### config.mk
export PLATFORM = sky130hd
export DESIGN_NAME = wb_ctrl
export DESIGN_NICKNAME = d
export VERILOG_FILES = /design/src/rtl/rv32_pkg.sv /design/src/rtl/wb_timeout.sv /design/src/rtl/wb_ctrl.sv
export SDC_FILE = /design/constraint.sdc
export NUM_CORES = 1
export LEC_CHECK = 0
export ABC_AREA = 1
export CORE_MARGIN = 10
export CORE_UTILIZATION = 38
export CTS_CLUSTER_SIZE = 24
export DETAILED_ROUTE_END_ITERATION = 8
export PLACE_DENSITY_LB_ADDON = 0.05
export SLEW_MARGIN = 30
export SYNTH_ARGS = -nofsm -noshare
export SYNTH_HDL_FRONTEND = slang
export SYNTH_SLANG_ARGS = --single-unit
### constraint.sdc
create_clock -name clk -period 1.3 [get_ports clk]
set_input_delay 0.13 -clock clk [delete_from_list [all_inputs] [get_ports clk]]
set_output_delay 0.13 -clock clk [all_outputs]
set_load 0.01 [all_outputs]
### src/rtl/rv32_pkg.sv
// Shared RV32 writeback encodings and controller state encodings.
package rv32_pkg;

    localparam int unsigned REG_AW = 5;

    typedef enum logic [1:0] {
        WB_ALU = 2'b00,
        WB_MEM = 2'b01,
        WB_PC4 = 2'b10,
        WB_IMM = 2'b11
    } wb_sel_e;

    typedef enum logic [1:0] {
        ST_IDLE = 2'b00,
        ST_REQ  = 2'b01,
        ST_WAIT = 2'b10,
        ST_WB   = 2'b11
    } wb_state_e;

    // x0 is hardwired to zero, so a write to it is never enabled.
    function automatic logic rd_writes(input logic wen, input logic [REG_AW-1:0] rd);
        return wen && (rd != '0);
    endfunction

endpackage

### src/rtl/wb_timeout.sv
// Load-response timeout counter; only present when WB_TIMEOUT_EN is defined.
`ifdef WB_TIMEOUT_EN
module wb_timeout #(
    parameter int unsigned TIMEOUT_CYCLES = 255
) (
    input  logic clk,
    input  logic rst,
    input  logic clr,
    input  logic en,
    output logic expired
);

    localparam int unsigned CNT_W = $clog2(TIMEOUT_CYCLES + 1);

    logic [CNT_W-1:0] count_q;
    logic [CNT_W-1:0] count_d;

    always_comb begin
        count_d = count_q;
        if (clr) begin
            count_d = '0;
        end else if (en) begin
            count_d = count_q + CNT_W'(1);
        end
    end

    // Fires during the last counted cycle so the controller leaves on that edge.
    assign expired = en && (count_q == CNT_W'(TIMEOUT_CYCLES - 1));

    always_ff @(posedge clk) begin
        if (rst) begin
            count_q <= '0;
        end else begin
            count_q <= count_d;
        end
    end

endmodule
`endif

### src/rtl/wb_ctrl.sv
// Writeback controller: zero-latency ALU/PC4/IMM writeback, multi-cycle load sequencing.
// Optional load timeout with ld_err pulse is built when WB_TIMEOUT_EN is defined.
module wb_ctrl
    import rv32_pkg::*;
#(
    parameter int unsigned TIMEOUT_CYCLES = 255
) (
    input  logic              clk,
    input  logic              rst,
    input  logic              instr_valid,
    input  logic [1:0]        wb_type,
    input  logic [REG_AW-1:0] rd_addr,
    input  logic              rd_wen,
    output logic              mem_req,
    input  logic              mem_ready,
    input  logic              mem_rvalid,
    output logic [1:0]        sel,
    output logic              rf_we,
    output logic [REG_AW-1:0] rf_waddr,
    output logic              stall,
    output logic              ld_err
);

    wb_state_e         state_q, state_d;
    logic [REG_AW-1:0] rd_q, rd_d;
    logic              wen_q, wen_d;
    logic              tmo_c;

`ifdef WB_TIMEOUT_EN
    logic ld_err_q;
    logic ld_err_d;
    logic tmo_clr_c;
    logic tmo_en_c;

    // Counter is held clear while idle, so it starts from zero on entry to REQ.
    assign tmo_clr_c = (state_q == ST_IDLE);
    assign tmo_en_c  = (state_q == ST_REQ) || (state_q == ST_WAIT);

    wb_timeout #(
        .TIMEOUT_CYCLES(TIMEOUT_CYCLES)
    ) u_timeout (
        .clk     (clk),
        .rst     (rst),
        .clr     (tmo_clr_c),
        .en      (tmo_en_c),
        .expired (tmo_c)
    );

    // The only non-reset path from REQ/WAIT back to IDLE is the timeout.
    assign ld_err_d = tmo_c && !rst && (state_d == ST_IDLE);
    assign ld_err   = ld_err_q;

    always_ff @(posedge clk) begin
        if (rst) begin
            ld_err_q <= 1'b0;
        end else begin
            ld_err_q <= ld_err_d;
        end
    end
`else
    assign tmo_c  = 1'b0;
    assign ld_err = 1'b0;
`endif

    always_comb begin
        state_d  = state_q;
        rd_d     = rd_q;
        wen_d    = wen_q;
        mem_req  = 1'b0;
        sel      = WB_ALU;
        rf_we    = 1'b0;
        rf_waddr = '0;
        stall    = 1'b0;
        if (rst) begin
            state_d = ST_IDLE;
        end else begin
            case (state_q)
                ST_IDLE: begin
                    if (instr_valid) begin
                        if (wb_type != WB_MEM) begin
                            sel      = wb_type;
                            rf_waddr = rd_addr;
                            rf_we    = rd_writes(rd_wen, rd_addr);
                        end else begin
                            rd_d    = rd_addr;
                            wen_d   = rd_wen;
                            stall   = 1'b1;
                            state_d = ST_REQ;
                        end
                    end
                end
                ST_REQ: begin
                    mem_req = 1'b1;
                    stall   = 1'b1;
                    if (mem_ready) begin
                        state_d = mem_rvalid ? ST_WB : ST_WAIT;
                    end
                    // Data arriving on the expiry cycle still completes the load.
                    if (tmo_c && (state_d != ST_WB)) begin
                        state_d = ST_IDLE;
                    end
                end
                ST_WAIT: begin
                    stall = 1'b1;
                    if (mem_rvalid) begin
                        state_d = ST_WB;
                    end else if (tmo_c) begin
                        state_d = ST_IDLE;
                    end
                end
                ST_WB: begin
                    sel      = WB_MEM;
                    rf_waddr = rd_q;
                    rf_we    = rd_writes(wen_q, rd_q);
                    state_d  = ST_IDLE;
                end
                default: state_d = ST_IDLE;
            endcase
        end
    end

    always_ff @(posedge clk) begin
        if (rst) begin
            state_q <= ST_IDLE;
            rd_q    <= '0;
            wen_q   <= 1'b0;
        end else begin
            state_q <= state_d;
            rd_q    <= rd_d;
            wen_q   <= wen_d;
        end
    end

endmodule
==> impl_metrics.py, run 1 <==
metrics = {
    "outcome": {
        "status": "finished, violations left",
        "violations": "setup timing",
    },
    "yosys": {
        "ys_top_cells_by_area": "dfxtp_1 (25%), nand2_1 (9.9%), ha_1 (9.7%)",
        "ys_seq_elements": 8,
        "yosys_warnings": 0,
        "synth_top_cell_area_share": 0.250,
        "synth_edf_count": 0,
        "synth.avg_cell_area_um2": 6.69,
        "yosys.cell_types.count": 22,
        "async_flop_share": 0,
        "synth_fa_ha_area_frac": 0.0975,
        "synth_top_family_by_area": "simple AND/OR/NAND/NOR gates",
        "synth_compound_area_frac": 0.160,
        "synth_area_leader_cell": "dfxtp_1",
        "synth.net_count": 114,
        "seq_area_frac_synth": 0.250,
        "ys.flop_type": "dfxtp_1",
        "syn_inst": 96,
        "synthSimpleGateAreaFrac": 0.366,
        "netlist_area_um2": 642,
        "synth_xor_xnor_area_share": 0,
        "muxShareOfSynthArea": 0,
    },
    "worst_setup_path": {
        "critical_path.endpoint_type": "output pin",
        "slowest_delay_ns": 0.33,
        "worst_setup_path_start_kind": "flip-flop",
        "rrSetupSlack_ns": 0,
        "crit_fanout": 5,
        "slowest_stage": "dfxtp_2",
        "critPathKind": "reg2out",
        "path_buf_inv": 3,
        "arrival_ns": 1.48,
        "cp_data_required_time_ns": 1.17,
        "path_cells": "inv_2 > ha_4 > nor2_4 > inv_2 > nor3_4 > nand2_1 > nand2_1 > buf_2",
        "cp_top_family": "simple AND/OR/NAND/NOR gates",
    },
    "cts": {
        "clock_latency_ns": 0.26,
        "h-tree-depth": 1,
        "ctsHoldBuffers": 0,
        "path_clk_slew_ns": 0.06,
        "cts-root-buf": "clkbuf_4",
        "clk_path_buf_depth": 2,
        "cts_tree": "yes",
        "cts_buffers": 3,
        "cts.sinks": 8,
    },
    "global_routing": {
        "grtUsageTotal": 0.115,
        "overflow": 0,
        "grt_max_degree": 9,
        "antenna_found_initial": 0,
        "grt_pass1_vias": 774,
        "grt_pass1_wl_um": 3380,
    },
    "route": {
        "via_per_inst": 4.85,
        "met2_length_um": 1090,
        "first_pass_iters": 4,
        "vias": 766,
        "wl_met3_um": 125,
        "drt_iter0_drc": 8,
        "drc": 0,
        "detail_route.wirelength_um": 2080,
        "postRouteAntennaNets": 0,
        "wl_met1_um": 860,
        "avgRoutedWirePerCell_um": 13.2,
        "top_layer_used": "met3",
    },
    "sta": {
        "hold_violations": 0,
        "fin_worst_skew_ns": 0.0115,
        "finalSetupTns_ns": -2.46,
        "rsz0062_at_grt": "yes",
        "fin_crit_sh": 1.24,
        "fin_crit_ns": 1.61,
        "slew_viol_final": 0,
        "timing.final.ws_setup_ns": -0.309,
        "max_freq_mhz": 621,
        "setup_viol": 9,
    },
    "floorplan": {
        "num_rows": 14,
        "die-height_um": 61.1,
        "die_x_um": 61.1,
        "initial_core_util": 0.412,
        "die_area_um2": 3730,
        "coreArea_um2": 1560,
        "io_pins": 24,
    },
    "place": {
        "placedInstanceArea_um2": 1040,
        "gp_congestion": 0.895,
        "io_buffer_count": 22,
        "dp_worst_setup_slack_ns": -0.539,
        "dp_hpwl_um": 1500,
        "placed_cells": 151,
    },
    "min_path": {
        "min_path_type": "reg2reg",
    },
    "final_layout": {
        "layout_commonest_cell": "buf_4",
        "final_cell_area_um2": 1180,
        "nets": 162,
        "drive_gt1_frac": 0.535,
        "layout.cells.non_filler": 158,
        "layout-area-overhead-vs-synth_pct": 84.2,
        "diodes": 0,
        "layout_common_cells": "buf_4 (17), nand2_1 (12), clkdlybuf4s50_1 (12), inv_1 (11), buf_2 (10)",
        "n_fill_cell": 114,
    },
    "power_and_ir_drop": {
        "p_leak_nw": 0.564,
        "worst_ir_drop_vdd_mv": 0.963,
        "power_density_nw_per_um2": 1340,
    },
    "run": {
        "cap_violations": 0,
    },
}
tightest hold or removal path: stages, from the launching register on:
cell and delay (ns):
dfxtp_1 0.29, inv_1 0.08, a21oi_1 0.06
sequential cells by signal, summed over array words and instances (netlist names):
register  flops
wen_q         1
rd_q          5
state_q       2
metrics by stage:
| step | hold WS [ns] | power (mW) | util |
|---|---|---|---|
| global route | 0.508 | 1.70 | 0.758 |
| detailed placement | 0.471 | 1.15 | 0.665 |
| CTS | 0.485 | 1.41 | 0.692 |
| global placement | 0.467 | 1.13 | 0.665 |
| floorplan | 0.192 | 0.771 | - |
| finish | 0.480 | 1.59 | 0.758 |
Yosys cell counts, types with 2 or more instances:
library cell / number
a21oi_1: 6
dfxtp_1: 8
ha_1: 5
inv_1: 14
inv_2: 3
nand2_1: 17
nand2_4: 2
nand3_1: 10
nor2_1: 9
o21ai_0: 9
o21ai_1: 2
cells by family after synthesis:
logic type,Yosys count
flip-flops,8
buffers and inverters,19
adder cells (fa/ha/maj),5
AND/OR/NAND/NOR,44
AO/OA/AOI/OAI,19
other,1
cell type report:
cell class | count | area, um^2 | share of cell area
Timing Repair Buffer | 44 | 372 | 0.314
Sequential cell | 8 | 163 | 0.138
Inverter | 18 | 77.6 | 0.0656
Multi-Input combinational cell | 69 | 528 | 0.447
Tap cell | 16 | 20.0 | 0.0169
Clock buffer | 3 | 22.5 | 0.0190
layer usage:
| layer | vias up | global-route usage |
|---|---|---|
| met3 | 0 | 0.0473 |
| met5 | - | 0 |
| met4 | 0 | 0.0195 |
| met2 | 16 | 0.198 |
| met1 | 350 | 0.130 |
| li1 | 400 | - |
power breakdown:
part           internal (mW)  total, mW  switching (mW)  leakage [nW]
combinational          0.522       1.08           0.559         0.484
clock                  0.106      0.195          0.0891        0.0138
sequential             0.288      0.310          0.0221        0.0662
timing repair:
| item | in CTS | in global routing |
|---|---|---|
| buffers inserted | 1 | 3 |
| pin swaps | 6 | 12 |
| resized for setup | 59 | 22 |
| setup endpoints to repair | 12 | 15 |
final timing paths:
path	end	startpoint	cells after the start
hold / removal	rd_q[3]$_SDFFE_PP0N_	rd_q[3]$_SDFFE_PP0N_	2
setup reg to reg	rd_q[4]$_SDFFE_PP0N_	state_q[1]$_SDFFE_PP0P_	9
setup / recovery	sel[0]	state_q[1]$_SDFFE_PP0P_	8
hold reg to reg	rd_q[3]$_SDFFE_PP0N_	rd_q[3]$_SDFFE_PP0N_	2
Power figures use the tool's default switching activity.
==> inputs of run 2 (changes only) <==
Settings changed: SYNTH_HIERARCHICAL from default to 1.
==> results of run 2 <==
Same layout as run 1: the final DEF is identical, and so are final timing and power.
Among the figures that moved: Yosys warning count 0 -> 6
